**config.mk**
```make
export PLATFORM = sky130hd
export DESIGN_NAME = rr_pick
export DESIGN_NICKNAME = d
export VERILOG_FILES = /design/src/rtl/dec_arb_pkg.sv /design/src/rtl/dec_grant_arbiter_rr_pick.sv
export SDC_FILE = /design/constraint.sdc
export NUM_CORES = 1
export LEC_CHECK = 0
export ABC_AREA = 1
export CAP_MARGIN = 15
export CORE_MARGIN = 10
export CORE_UTILIZATION = 50
export DETAILED_ROUTE_END_ITERATION = 8
export PLACE_DENSITY = 0.79
export SYNTH_ARGS = -nofsm -noshare
export SYNTH_HDL_FRONTEND = slang
export SYNTH_SLANG_ARGS = --single-unit
```
**constraint.sdc**
```tcl
create_clock -name vclk -period 3.8
set_clock_uncertainty 0.05 [all_clocks]
set_input_delay 0.76 -clock vclk [all_inputs]
set_output_delay 0.76 -clock vclk [all_outputs]
set_load 0.01 [all_outputs]
```
**src/rtl/dec_arb_pkg.sv**
```systemverilog
// Shared types and constants for the round-robin decoder-select arbiter.
// The optional hold timeout is enabled with the DEC_ARB_TIMEOUT_EN macro.
package dec_arb_pkg;

    localparam int unsigned N_REQ = 8;
    localparam int unsigned IDX_W = 3;

    // Pointer value after reset so that requester 0 is searched first
    localparam logic [IDX_W-1:0] RST_LAST = IDX_W'(7);

    typedef enum logic [1:0] {
        ST_IDLE,
        ST_GRANT,
        ST_GAP
    } state_t;

endpackage

```
**src/rtl/dec_grant_arbiter_rr_pick.sv**
```systemverilog
// Combinational round-robin search: first set request bit after `last`, wrapping.
module rr_pick
    import dec_arb_pkg::*;
(
    input  logic [N_REQ-1:0] req,
    input  logic [IDX_W-1:0] last,
    output logic [IDX_W-1:0] winner,
    output logic             any
);

    // Walk offsets from farthest to nearest so the nearest hit is written last
    always_comb begin
        winner = '0;
        any    = |req;
        for (int unsigned i = N_REQ; i >= 1; i--) begin
            if (req[IDX_W'(last + IDX_W'(i))]) begin
                winner = IDX_W'(last + IDX_W'(i));
            end
        end
    end

endmodule

```
==> run summary <==
maximum vdd ir drop: 0.0973 mV
Crit Path Class: input port to output port
Synth area leader: nand2_1
total grt overflow: 0
outcome: finished clean
final setup violation count: 0
PD cells: 194 nW/µm²
Slew @ Worst Pin: 0.238 ns
Crit path required time: 2.99 ns
drt pass-1 iters: 4
synthesized cell area: 694 µm²
Synth cell types: 23
FF/Latch Area: 0 µm²
first-pass GRT wire length: 3.76 mm
YS warnings: 0
fmax: 279 MHz
Avg WL per Cell: 12.8 µm
DPL Wire Length: 1.90 mm
RSZ-0062 raised after global routing: no
n_diodes: 0
Core ar.: 1300 µm²
Rel. slew slack: 84.0%
pin count of the biggest net entering global routing: 11
GRT Util Overall: 13.0%
layout cells sized above 1: 26.7%
Vias: 925
commonest non-fill, non-tap cell in the layout: nand2_1
Syn Area/Cell: 5.60 µm²
crit path max-delay cell type: dlygate4sd2_1
fin crit share: 94.3%
fin cells: 165
# IOs: 15
most frequent cells in the layout: nand2_1 (40), nand3_1 (27), buf_4 (13), inv_1 (12), clkdlybuf4s50_1 (10)
routed wire length: 2.12 mm
Hold Buf Count CTS: 0
DRT iter0 DRCs: 22
post-synthesis cell count: 124
Slew Limit Fails: 0
clock period minus final worst setup slack: 3.58 ns
final hold viol count: 0
Crit Path Max Fanout: 10
syn nets: 137
post-synthesis sequential area ratio: 0%
synthesis-to-layout area growth: 35.1%
Routability Congestion: 0.900
top cells by area, synth: nand2_1 (22%), nand3_1 (19%), nand3_2 (10%), nand2_2 (7.2%), inv_1 (6.5%)
crit end category: output port
Seq cells: 0
DRC errors left: 0
max-cap viol count: 0
row count: 13
most numerous cell on the critical path: nand2_1
CLK BUF: 0
DRT antenna net count: 0
Leak: 0.000511 µW
Synth top area share: 21.6%
Die X: 57.3 µm
Setup TNS Final: 0 ns
vias in the first global route: 909
# nets final: 165
initial antenna violation count: 0
IO Port Bufs: 15
initial core utilization: 53.4%
Hold WC Path Type: input port to output port
WP data arrival: 2.77 ns
die area: 3280 µm²
Via-to-Cell Ratio: 5.61
CP peak stage delay: 0.30 ns
startpoint types: input port
Chip Height: 57.3 µm
critical path, cell by cell: dlygate4sd2_1, buf_4, ha_1, xnor2_2, inv_1, nand3_1, nand2_1, o21bai_1, nand2_1, nand2_1, nand2_1, nand3_1, nand2_1, dlygate4sd2_1
placed insts: 164
-- per-layer routing --
metal | vias to the layer above | global-route usage, % | part of all wire (%)
met5 | - | 0 | 0
met4 | 0 | 3.02 | 2.9
met3 | 8 | 1.11 | 5.7
met2 | 40 | 25.7 | 50
met1 | 412 | 14.3 | 41
li1 | 465 | - | -
-- layout make-up --
class / count / area (µm²)
multi-input cells: 106 / 601
inverters: 15 / 66.3
repair buffers: 29 / 253
well taps: 15 / 18.8
fillers: 117 / 363
-- stage by stage --
step	util [%]	hold WS (ns)	total power, µW	area, µm²	setup WS [ns]
after floorplan	-	1.58	118	694	0.755
after global placement	71.5	2.62	179	931	-0.194
after detailed placement	71.5	2.62	185	931	-0.280
after CTS	71.7	2.39	181	933	0.0652
after global routing	72.1	2.24	203	938	0.103
final	72.1	2.16	182	938	0.217
-- report_power, final --
part | internal [µW] | total, µW | switching [µW] | leakage (µW)
clock | 0 | 0 | 0 | 0
combinational | 78.3 | 182 | 103 | 0.000511
sequential | 0 | 0 | 0 | 0
total | 78.3 | 182 | 103 | 0.000511
-- cell families after synthesis --
| group | after synthesis | share of synthesized area [%] |
|---|---|---|
| simple gates | 89 | 64.0 |
| compound gates | 10 | 9.01 |
| xor+xnor | 5 | 9.55 |
| fa+ha+maj | 2 | 3.60 |
| buf+inv | 18 | 13.9 |
-- synthesized netlist by cell type, drive strengths merged --
| library cell | n |
|---|---|
| nand4 | 2 |
| nand3 | 34 |
| nor2 | 3 |
| xnor2 | 3 |
| buf | 3 |
| a21boi | 1 |
| nor4 | 2 |
| inv | 15 |
| ha | 2 |
| o21bai | 1 |
| a21oi | 7 |
| xor2 | 2 |
| nand2 | 48 |
| o21ai | 1 |
-- critical path, delay by kind of cell --
kind / cells / cell delay (ns)
buf+inv: 4 / 0.84
compound gates: 1 / 0.18
fa+ha+maj: 1 / 0.23
xor+xnor: 1 / 0.22
simple gates: 7 / 0.53
-- worst paths after layout --
kind | startpoint | endpoint | cells after the start
max | last[0] | winner[0] | 14
min | last[1] | winner[1] | 6
-- repair_timing --
item | CTS | global route
gates cloned | 0 | 0
resized for setup | 4 | 5
pin swaps | 1 | 1
setup endpoints to repair | 3 | 3
setup buffers | 1 | 0
No activity file was read; power rests on OpenSTA's default activity.
==> edit: new RTL, same settings <==
The package constant `IDX_W` goes from 3 to 4.
--- a/src/rtl/dec_arb_pkg.sv
+++ b/src/rtl/dec_arb_pkg.sv
@@ -5,3 +5,3 @@
     localparam int unsigned N_REQ = 8;
-    localparam int unsigned IDX_W = 3;
+    localparam int unsigned IDX_W = 4;
 
Interface: changed (resized last and winner); port bits go from 15 to 17. No check against the original RTL was run, so the function may have changed too.
==> edit against the unedited design <==
Die area rose by 19%. Final area rose by 36%. Total power rose by 29%. Worst setup slack got worse by 0.13 ns. Wire length rose by 39%. Via count rose by 31%. Synthesized area rose by 30%. Hold slack improved by 0.043 ns. Critical endpoint is now winner[2].
==> edit: results (changes against the unedited design) <==
stage,metric,value,unit,change
place,PortBufs,17,,+2
cells_and_area,clock buf count,0,,unchanged
worst_setup_path,"delay-heaviest family, CP",buffers and inverters,,
place,detailed-placement wirelength estimate,2.33,mm,+23%
logic_synthesis,ranking of synthesized cells by area,"sky130_fd_sc_hd__nand2_1 (26%), sky130_fd_sc_hd__nand3_1 (11%), sky130_fd_sc_hd__nand3_2 (11%), sky130_fd_sc_hd__ha_1 (9.7%), sky130_fd_sc_hd__inv_1 (6.2%)",,
worst_setup_path,critical path arrival,2.91,ns,+0.14 ns
logic_synthesis,synthesized-area fraction occupied by xor and xnor cells,6.66,%,-2.9 points
power_and_ir_drop,maximum vdd ir drop,0.0000934,V,-4.0%
status,run status,finished clean,,
place,area of placed instances,1220,um^2,+31%
logic_synthesis,"synthesized-area fraction occupied by ao, oa, aoi and oai cells",13.3,%,+4.3 points
grt,largest net degree at the start of global routing,10,,-1
logic_synthesis,Post-Synth Adder-Cell Area,9.71,%,+6.1 points
timing,tightest slew margin relative to the limit,78.6,%,-5.4 points
cells_and_area,share of cells above drive strength 1,26.7,%,+0.066 points
worst_setup_path,Slowest Stage Delay on Critical Path,0.47,ns,+0.17 ns
logic_synthesis,number of instances in the synthesized netlist,166,,+34%
route,routed via count divided by cell count,5.33,,-4.9%
worst_setup_path,highest-delay cell along the critical path,sky130_fd_sc_hd__clkdlybuf4s50_1,,
cells_and_area,FF+latch count,0,,unchanged
cells_and_area,number of fillers in the final layout,160,,+37%
route,number of vias after detailed routing,1210,,+31%
logic_synthesis,multiplexer share of the synthesized area,0,%,unchanged
route,Starting DRT DRC Count,43,,+95%
cells_and_area,antenna diode count,0,,unchanged
logic_synthesis,sequential element share of the synthesized area,0,%,unchanged
logic_synthesis,Netlist cell types,24,,+4.3%
grt,overall fraction of global-route tracks in use,13.9,%,+0.89 points
route,router iterations before antenna repair,4,,unchanged
logic_synthesis,Yosys Warn Count,0,,unchanged
grt,initial antenna violation count,0,,unchanged
logic_synthesis,ranking of synthesized cells by instance count,"sky130_fd_sc_hd__nand2_1 (63), sky130_fd_sc_hd__nand3_1 (20), sky130_fd_sc_hd__inv_1 (15)",,
grt,wire length of the first global-routing pass,4.82,mm,+28%
hold_path,classification of the worst-slack hold path,in2out,,
worst_setup_path,CP max FO,9,,-1
logic_synthesis,"Net Count, Synth",185,,+35%
cells_and_area,net count of the finished layout,223,,+35%
route,Detailed Route WL,2.94,mm,+39%
place,gp weighted congestion,0.955,,+6.2%
power_and_ir_drop,static leakage,0.694,nW,+36%
## edit: changes by cell type in the layout (fill, tap and decap cells not counted), sizes merged, moves of 2 or more
cell,unedited run,this run
o21ai,1,10
nand3,34,30
xnor2,3,0
xor2,2,6
nand4,2,0
buf,14,23
ha,2,7
clkdlybuf4s50,10,12
nand2,48,73
inv,15,18
## edit: layout make-up
class                      instances  area, um^2  share of cell area (%)
multi-input combinational        144         832                    65.4
timing repair buffer              40         342                    26.8
tap                               25        31.3                    2.46
inverter                          18        67.6                    5.31
## edit: metal layers
layer	share of wire, %	track usage, %
met3	3.5	0.896
met1	43	14.9
met2	49	26.4
met5	0	0
met4	4.9	6.98
## edit: through the flow
| step | total power [W] | hold slack, ns | util [%] | setup WS [ns] |
|---|---|---|---|---|
| 2_1_floorplan | 0.000141 | 1.58 | - | 0.666 |
| 3_3_place_gp | 0.000223 | 2.63 | 70.4 | -0.139 |
| 3_5_place_dp | 0.000228 | 2.62 | 70.4 | -0.214 |
| 4_1_cts | 0.000229 | 2.63 | 73.6 | 0.123 |
| 5_1_grt | 0.000260 | 2.27 | 73.7 | -0.00675 |
| 6_report | 0.000234 | 2.21 | 73.7 | 0.0840 |
## edit: path summary, 6_finish.rpt
| kind | to | cells after the start | from | slack [ns] |
|---|---|---|---|---|
| hold / removal | winner[3] | 7 | last[0] | 2.21 |
| setup / recovery | winner[2] | 11 | last[1] | 0.08 |
## edit: timing repair
item	in CTS	in global routing
endpoints found under the setup margin	4	3
buffers inserted	4	0
pin swaps	0	0
resized for setup	8	5
## edit: where the power goes
group	switching [W]	internal (W)	leakage, nW
logic	0.000132	0.000102	0.694
registers	0	0	0
clock network	0	0	0
total	0.000132	0.000102	0.694
